[src/rtl/store_align_unit.sv]
// -----------------------------------------------------------------------------
// store_align_unit
//
// Write-side MEM-stage datapath. Takes one store request (width code, byte
// address, LSB-justified data), positions the data onto the byte lanes of a
// 64-bit memory word, builds the byte write mask, and drives one write beat
// at a time toward data memory. A store that crosses an 8-byte boundary is
// either split into two aligned beats or rejected, depending on the build.
//
// Build option:
//   MISALIGN_SPLIT_EN  defined     -> boundary-crossing stores are split into
//                                     two beats (BEAT0 then BEAT1).
//                      not defined -> boundary-crossing stores are rejected
//                                     with st_err; only one beat ever issued.
//
// Ports:
//   clk, rst          clock, asynchronous active-high reset
//   st_valid/st_ready request handshake (ready only while idle)
//   st_width          width code: 001 double, 010 word, 011 half, 100 byte;
//                     000 and 101..111 are illegal for a store
//   st_addr, st_data  byte address and LSB-justified store data
//   mem_wen           write beat valid, held until mem_ack
//   mem_addr          8-byte-aligned beat address
//   mem_wdata         lane-positioned beat data, unused lanes zero
//   mem_wmask         byte enables, bit i covers mem_wdata[8i+7:8i]
//   mem_ack           memory accepts the current beat
//   st_done, st_err   one-cycle completion / rejection pulses
//   dbg_state         current FSM state (0 idle, 1 beat0, 2 beat1)
//
// Handshakes: a request transfers on a rising edge where st_valid and
// st_ready are both high; a beat transfers on a rising edge where mem_wen and
// mem_ack are both high. mem_addr/mem_wdata/mem_wmask do not change while
// mem_wen is high and mem_ack is low; mem_ack with mem_wen low is ignored.
// -----------------------------------------------------------------------------
module store_align_unit #(
  parameter int ADDR_W = 64
) (
  input  logic              clk,
  input  logic              rst,
  input  logic              st_valid,
  output logic              st_ready,
  input  logic [2:0]        st_width,
  input  logic [ADDR_W-1:0] st_addr,
  input  logic [63:0]       st_data,
  output logic              mem_wen,
  output logic [ADDR_W-1:0] mem_addr,
  output logic [63:0]       mem_wdata,
  output logic [7:0]        mem_wmask,
  input  logic              mem_ack,
  output logic              st_done,
  output logic              st_err,
  output logic [1:0]        dbg_state
);

  typedef enum logic [1:0] {
    S_IDLE  = 2'd0,
    S_BEAT0 = 2'd1
`ifdef MISALIGN_SPLIT_EN
    ,
    S_BEAT1 = 2'd2
`endif
  } state_t;

  state_t state, state_d;

  // ---------------------------------------------------------------------------
  // Request decode and lane placement (combinational, used only on accept)
  // ---------------------------------------------------------------------------
  logic              accept;
  logic              legal;
  logic [7:0]        lane_en;   // bytes of st_data that belong to the store
  logic [2:0]        off;
  logic [63:0]       trunc;
  logic [15:0]       span;      // byte mask across two consecutive words
  logic [ADDR_W-1:0] base;
  logic [7:0]        mask0;
  logic [63:0]       data0;
  logic              reject;

  assign accept = st_valid && (state == S_IDLE);
  assign off    = st_addr[2:0];
  assign base   = {st_addr[ADDR_W-1:3], 3'b000};

  always_comb begin
    legal   = 1'b0;
    lane_en = 8'h00;
    case (st_width)
      3'b001: begin legal = 1'b1; lane_en = 8'hFF; end
      3'b010: begin legal = 1'b1; lane_en = 8'h0F; end
      3'b011: begin legal = 1'b1; lane_en = 8'h03; end
      3'b100: begin legal = 1'b1; lane_en = 8'h01; end
      default: begin legal = 1'b0; lane_en = 8'h00; end
    endcase
  end

  // Drop the bytes above the store size so they never reach memory.
  always_comb begin
    trunc = 64'h0;
    for (int i = 0; i < 8; i++) begin
      trunc[8*i +: 8] = lane_en[i] ? st_data[8*i +: 8] : 8'h00;
    end
  end

  assign span  = {8'h00, lane_en} << off;
  assign mask0 = span[7:0];

`ifdef MISALIGN_SPLIT_EN
  logic [127:0]      data_full;
  logic [ADDR_W-1:0] b1_addr;
  logic [63:0]       b1_wdata;
  logic [7:0]        b1_wmask;
  logic              b1_pend;
  logic              load_b1;

  assign data_full = {64'h0, trunc} << {off, 3'b000};
  assign data0     = data_full[63:0];
  assign reject    = !legal;
`else
  // Any mask byte spilling into the next word means the store crosses.
  assign data0  = trunc << {off, 3'b000};
  assign reject = !legal || (span[15:8] != 8'h00);
`endif

  // ---------------------------------------------------------------------------
  // FSM next state and pulses
  // ---------------------------------------------------------------------------
  logic done_d;
  logic err_d;
  logic load_b0;

  always_comb begin
    state_d = state;
    done_d  = 1'b0;
    err_d   = 1'b0;
    load_b0 = 1'b0;
`ifdef MISALIGN_SPLIT_EN
    load_b1 = 1'b0;
`endif
    case (state)
      S_IDLE: begin
        if (accept) begin
          if (reject) begin
            err_d = 1'b1;
          end else begin
            state_d = S_BEAT0;
            load_b0 = 1'b1;
          end
        end
      end
      S_BEAT0: begin
        if (mem_ack) begin
`ifdef MISALIGN_SPLIT_EN
          if (b1_pend) begin
            state_d = S_BEAT1;
            load_b1 = 1'b1;
          end else begin
            state_d = S_IDLE;
            done_d  = 1'b1;
          end
`else
          state_d = S_IDLE;
          done_d  = 1'b1;
`endif
        end
      end
`ifdef MISALIGN_SPLIT_EN
      S_BEAT1: begin
        if (mem_ack) begin
          state_d = S_IDLE;
          done_d  = 1'b1;
        end
      end
`endif
      default: state_d = S_IDLE;
    endcase
  end

  // ---------------------------------------------------------------------------
  // State and output registers
  // ---------------------------------------------------------------------------
  always_ff @(posedge clk or posedge rst) begin
    if (rst) begin
      state     <= S_IDLE;
      mem_addr  <= '0;
      mem_wdata <= 64'h0;
      mem_wmask <= 8'h00;
      st_done   <= 1'b0;
      st_err    <= 1'b0;
`ifdef MISALIGN_SPLIT_EN
      b1_addr   <= '0;
      b1_wdata  <= 64'h0;
      b1_wmask  <= 8'h00;
      b1_pend   <= 1'b0;
`endif
    end else begin
      state   <= state_d;
      st_done <= done_d;
      st_err  <= err_d;
      if (load_b0) begin
        mem_addr  <= base;
        mem_wdata <= data0;
        mem_wmask <= mask0;
`ifdef MISALIGN_SPLIT_EN
        // Second beat is fully precomputed at accept; address wraps naturally.
        b1_addr   <= base + ADDR_W'(8);
        b1_wdata  <= data_full[127:64];
        b1_wmask  <= span[15:8];
        b1_pend   <= (span[15:8] != 8'h00);
`endif
      end
`ifdef MISALIGN_SPLIT_EN
      else if (load_b1) begin
        mem_addr  <= b1_addr;
        mem_wdata <= b1_wdata;
        mem_wmask <= b1_wmask;
        b1_pend   <= 1'b0;
      end
`endif
      else if (done_d) begin
        mem_addr  <= '0;
        mem_wdata <= 64'h0;
        mem_wmask <= 8'h00;
      end
    end
  end

  assign mem_wen   = (state != S_IDLE);
  assign st_ready  = (state == S_IDLE);
  assign dbg_state = state;

endmodule
[config.mk]
export PLATFORM = sky130hd
export DESIGN_NAME = store_align_unit
export DESIGN_NICKNAME = d
export VERILOG_FILES = /design/src/rtl/store_align_unit.sv
export SDC_FILE = /design/constraint.sdc
export NUM_CORES = 1
export LEC_CHECK = 0
export CAP_MARGIN = 20
export CORE_MARGIN = 10
export CORE_UTILIZATION = 45
export DETAILED_ROUTE_END_ITERATION = 10
export PLACE_DENSITY = 0.91
export SYNTH_ARGS = -nofsm -noshare
export SYNTH_HDL_FRONTEND = slang
export SYNTH_SLANG_ARGS = --single-unit
[constraint.sdc]
create_clock -name clk -period 12.7 [get_ports clk]
set_input_delay 3.81 -clock clk [delete_from_list [all_inputs] [get_ports clk]]
set_output_delay 3.81 -clock clk [all_outputs]
set_load 0.02 [all_outputs]
Word level (Yosys, flattened, before mapping)
Index checks and enable logic that the tools add are counted.

Bits in registers: 140. Bits of input ports: 135. Output and inout bits: 142. Word-level logic and storage cells: 52.

Equality and inequality tests: 8. Shift operators: 2. Multiplexer cells: 27. Reductions and logical operators: 9.

Operators with widths (count): $mux 64 (3); $mux 8 (10); $shl 64x6->64 (1); $pmux 8 s4 (1); $shl 8x3->16 (1); $mux 1 (9); $reduce_bool 8->1 (1); $eq 3x2->1 const B (2); $mux 2 (3); $ne 2x2->1 const B (2); $pmux 2 s2 (1); $reduce_bool 2->1 (2); $reduce_or 4->1 (1); $eq 3x1->1 const B (1); $eq 3x3->1 const B (1); $reduce_and 3->1 (1); $eq 2x1->1 const B (1); $logic_not 2->1 (1); $ne 2x1->1 const B (1); $logic_and 1x1->1 (1); $logic_not 1->1 (1); $logic_or 1x1->1 (1).

Logic depth before layout (Yosys ltp)
Depth after elaboration: 9. Depth in mapped cells: 8.

Least setup slack after synthesis
No wires, ideal clock.

Kind: input to register. From: in st_addr[0]. To: reg mem_wdata[50]. Setup time: 126 ps. Arrival: 5166 ps. Data required time: 12574 ps. Setup slack: 7408 ps. Stages on the path: 8. Path buffers: 3. Cells stage by stage: buf_2 buf_4 buf_4 mux2_2 a22oi_1 o22ai_1 a221oi_1 nor2_1.

Cells in the longest elaborated chain, start to end: 7.

RTL lines: start, declared (line 43) `input logic [ADDR_W-1:0] st_addr,`; $shl 8x3->16 (line 104) `assign span = {8'h00, lane_en} << off;`; $reduce_bool 8->1 (line 121) `assign reject = !legal || (span[15:8] != 8'h00);`; $logic_or 1x1->1 (line 121); $mux 1 (line 142) `if (reject) begin`; $mux 1 (line 141) `if (accept) begin`; $mux 1 (line 139) `case (state)`; $mux 64 or $reduce_bool 2->1 (tied branches); end signal, assigned (line 201) `mem_wdata <= data0;`; end, declared (line 47) `output logic [63:0] mem_wdata,`.

Several ways; a longest one is shown, not always the timed one. A chain may end at the register's enable or synchronous reset.

Worst setup path after layout
From: in st_width[2]. To: reg mem_wdata[3].

Cells in the longest elaborated chain, start to end: 9.

RTL lines: start, declared (line 42) `input logic [2:0] st_width,`; $eq 3x3->1, or another cell as far along (line 87) `case (st_width)`; $pmux 8 s4 or $reduce_or 4->1 (tied branches); $shl 8x3->16 or $mux 1 (tied branches) (line 104, 87); $reduce_bool 8->1 or $logic_not 1->1 (tied branches) (line 121); $logic_or 1x1->1 (line 121); $mux 1 (line 142); $mux 1 (line 141); $mux 1 (line 139); $mux 64 or $reduce_bool 2->1 (tied branches).

Several ways; a longest one is shown, not always the timed one.

==> impl_metrics.py <==
metrics = {
    "global_route": {
        "antenna_found_initial": 0,
        "grt_start_max_net_pins": 118,
        "grt_overflow_total": 0,
        "grt_pass1_wl_mm": 42.60,
        "grt_pass1_vias": 7299,
        "grt_use_total": 0.2466,
    },
    "logic_synthesis": {
        "synth_area_per_cell_um2": 9.225,
        "netlist_area_um2": 7242,
        "ys_seq_area_frac": 0.4699,
        "synth_edf_count": 0,
        "synthDistinctLibCells": 57,
        "ys_ff_latch": 136,
        "async_reset_ff_frac": 1.000,
        "syn-instance-count": 785,
        "synth_top_flop_cell": "dfrtp_1",
        "synth_warnings": 0,
    },
    "timing": {
        "fin_crit_sh": 0.5647,
        "fmax_mhz": 139.4,
        "setup_viol": 0,
        "tightest_slew_ps": 981.2,
        "fin_setup_tns_ps": 0,
        "min_period_ps": 7172,
        "skew_ps": 9.107,
        "rsz0062_at_grt": "no",
        "slew_headroom": 0.3458,
        "hold_viol": 0,
        "slew_violations": 0,
    },
    "detailed_routing": {
        "drtAntennaViolNets": 0,
        "routed_wl_mm": 27.42,
        "vias": 7258,
        "wl_per_cell_um": 22.12,
        "vias_per_cell": 5.853,
        "drc": 0,
        "drtPass1Iterations": 6,
        "drt_iter0_markers": 839,
    },
    "place": {
        "gp_congestion": 1.027,
        "dp_hpwl_mm": 20.19,
        "io_buffers": 272,
        "dpl.cell_count": 1207,
    },
    "setup_path": {
        "critical-path-slowest-cell": "clkdlybuf4s50_1",
        "cp_max_fo": 56,
        "cp-endpoint": "mem_wdata[3]$_DFFE_PP0P_",
        "setup.worst_path.start": "st_width[2]",
        "r2r_start": "dbg_state[0]$_DFFE_PP0P_",
        "cp_cell_sequence": "clkdlybuf4s50_1 > nor2_1 > a311o_1 > o21a_2 > buf_4 > and3_1 > a22o_1",
        "setup.worst_path.start_class": "input port",
        "ff2ff_setup_slack_ps": 10020,
        "worstPathRequired_ps": 13050,
        "worstSetupPathType": "input port to register",
        "critPathMaxStageDelay_ps": 820,
        "cp.depth": 7,
        "critPathTopFamily": "buffers and inverters",
        "r2r_end": "mem_wdata[3]$_DFFE_PP0P_",
        "arrival_ps": 7520,
        "rr_worst_depth": 5,
        "cp-end-kind": "register",
        "cp.buffers_inverters": 2,
    },
    "cells_and_area": {
        "num-fill-cells": 1290,
        "area_delta_synth_final_pct": 45.92,
        "layout.nets": 1146,
        "diodes": 0,
        "drive_gt1_frac": 0.07129,
        "fin_cells": 1240,
    },
    "pwr": {
        "power_density_nw_per_um2": 146.4,
        "peakVddDrop_v": 0.00009041,
        "p_leak_nw": 4.568,
    },
    "floorplanning": {
        "die_h_um": 146.9,
        "start_util": 0.4575,
        "rows": 46,
        "die_area_um2": 21570,
        "fp.coreArea_um2": 15830,
        "die_w_um": 146.9,
        "ios": 277,
    },
    "min_path": {
        "min_path_cells": 1,
        "hp-class": "register to register",
    },
    "clock_network": {
        "post_cts_resized": 0,
        "clk_pin_slew_ps": 60,
        "cts_buffers": 17,
        "clockRootBuffer": "clkbuf_16",
        "max-clock-path-buffers": 2,
        "cts_tree": "yes",
        "cts_hold_buffers": 0,
        "post_cts_buffers": 0,
        "clock_latency_ps": 420,
        "clock_sinks": 136,
        "h-tree-depth": 4,
    },
    "outcome": {
        "run_status": "complete, no violations",
    },
    "run": {
        "maxCapViolCount": 0,
    },
}
-- flip-flops by register name, indices dropped and copies added, names as in the netlist --
signal     count
dbg_state      1
mem_wdata     64
mem_addr      61
mem_wmask      8
st_err         1
st_done        1
-- worst min-delay path by stage --
| stage | from | endpoint | slack (ps) |
|---|---|---|---|
| floorplan | mem_wmask[0]$_DFFE_PP0P_ | mem_wmask[0]$_DFFE_PP0P_ | 590 |
| global placement | mem_wmask[0]$_DFFE_PP0P_ | mem_wmask[0]$_DFFE_PP0P_ | 470 |
| detailed placement | mem_wmask[0]$_DFFE_PP0P_ | mem_wmask[0]$_DFFE_PP0P_ | 470 |
| CTS | mem_wmask[0]$_DFFE_PP0P_ | mem_wmask[0]$_DFFE_PP0P_ | 480 |
| global route | mem_wmask[0]$_DFFE_PP0P_ | mem_wmask[0]$_DFFE_PP0P_ | 520 |
| finish | mem_wmask[0]$_DFFE_PP0P_ | mem_wmask[0]$_DFFE_PP0P_ | 480 |
-- cells in the final DEF, fill, tap and decap left out, types with 2 or more instances in the layout --
master and count:
o2bb2ai_1 19, o22ai_1 11, nor3_1 24, a21oi_1 12, nand2b_1 2, a211oi_1 22
a32oi_1 5, mux2_2 18, o21ai_0 36, xnor2_1 2, nor2b_1 3, bufinv_16 3
nor2_1 39, conb_1 4, inv_1 5, nor2_2 2, a22oi_1 16, nand2_1 136
dfrtp_1 136, a221oi_1 13, clkbuf_16 17, clkinvlp_4 3, buf_2 2, a31o_1 8
mux2i_1 31, inv_6 7, buf_4 10, a22o_1 27, nor3b_1 3, clkdlybuf4s50_1 270
a31oi_1 10, nand3_1 82, o211ai_1 3, and2_1 10, o31ai_1 3
-- where the power goes --
part	leakage, nW	internal [mW]	switching [mW]	total (mW)
combinational	2.47	0.219	0.265	0.483
sequential	1.81	0.504	0.0424	0.546
clock	0.291	0.314	0.203	0.517
-- final cells by class --
type                    count  area (um2)  share of cell area
multi-input cells         566        3433              0.3249
repair buffers            283        2815              0.2664
inverters                   7       31.28            0.002960
clock inverters            14       185.2             0.01752
clock buffers              18       429.2             0.04061
well taps                 216       270.3             0.02557
flip-flops and latches    136        3403              0.3220
-- Yosys cell counts, drive strengths merged (2+ instances only) --
master | instances | area, um2
nor2 | 41 | 158.9
nor2b | 3 | 18.77
o2bb2ai | 19 | 166.4
o21a | 2 | 15.01
a221oi | 13 | 113.9
a21oi | 12 | 60.06
a31o | 8 | 70.07
nand2b | 2 | 12.51
clkbuf | 31 | 116.4
mux2i | 31 | 310.3
o211ai | 3 | 22.52
a211oi | 22 | 165.2
a22o | 27 | 236.5
buf | 48 | 282.8
a22oi | 16 | 120.1
inv | 6 | 22.52
o22ai | 11 | 68.82
nor3b | 3 | 22.52
xnor2 | 2 | 17.52
nand3 | 82 | 410.4
nand2 | 137 | 514.2
o21ai | 38 | 201.4
nor3 | 25 | 130.1
o31ai | 3 | 22.52
a32oi | 5 | 43.79
dfrtp | 136 | 3403
mux2 | 18 | 202.7
or3b | 2 | 17.52
and2 | 10 | 62.56
a31oi | 10 | 62.56
-- metrics by stage --
| step | cell area, um2 | util | hold WS, ps | worst slack [ps] | power [mW] |
|---|---|---|---|---|---|
| final | 10570 | 0.6677 | 479.2 | 5528 | 1.547 |
| after global routing | 10570 | 0.6677 | 518.2 | 5337 | 1.613 |
| after CTS | 10540 | 0.6659 | 484.8 | 5606 | 1.554 |
| after detailed placement | 9926 | 0.6271 | 470.7 | 5182 | 1.035 |
| after global placement | 9926 | 0.6271 | 472.7 | 5274 | 1.025 |
| after floorplan | 7253 | - | 594.7 | 5251 | 0.7855 |
-- routing by layer --
metal / global-route usage / part of all wire / vias to the layer above
li1: - / - / 3311
met3: 0.08569 / 0.098 / 55
met1: 0.3065 / 0.40 / 3495
met4: 0.08709 / 0.027 / 0
met5: 0 / 0 / -
met2: 0.3895 / 0.47 / 397
-- logic make-up after synthesis --
group	after synthesis	synth area share
mux	49	0.07084
buf+inv	86	0.05874
simple gates	310	0.1933
xor+xnor	3	0.003629
flops	136	0.4699
compound gates	200	0.2030
other cells	1	0.0005178
Power figures use the tool's default switching activity.
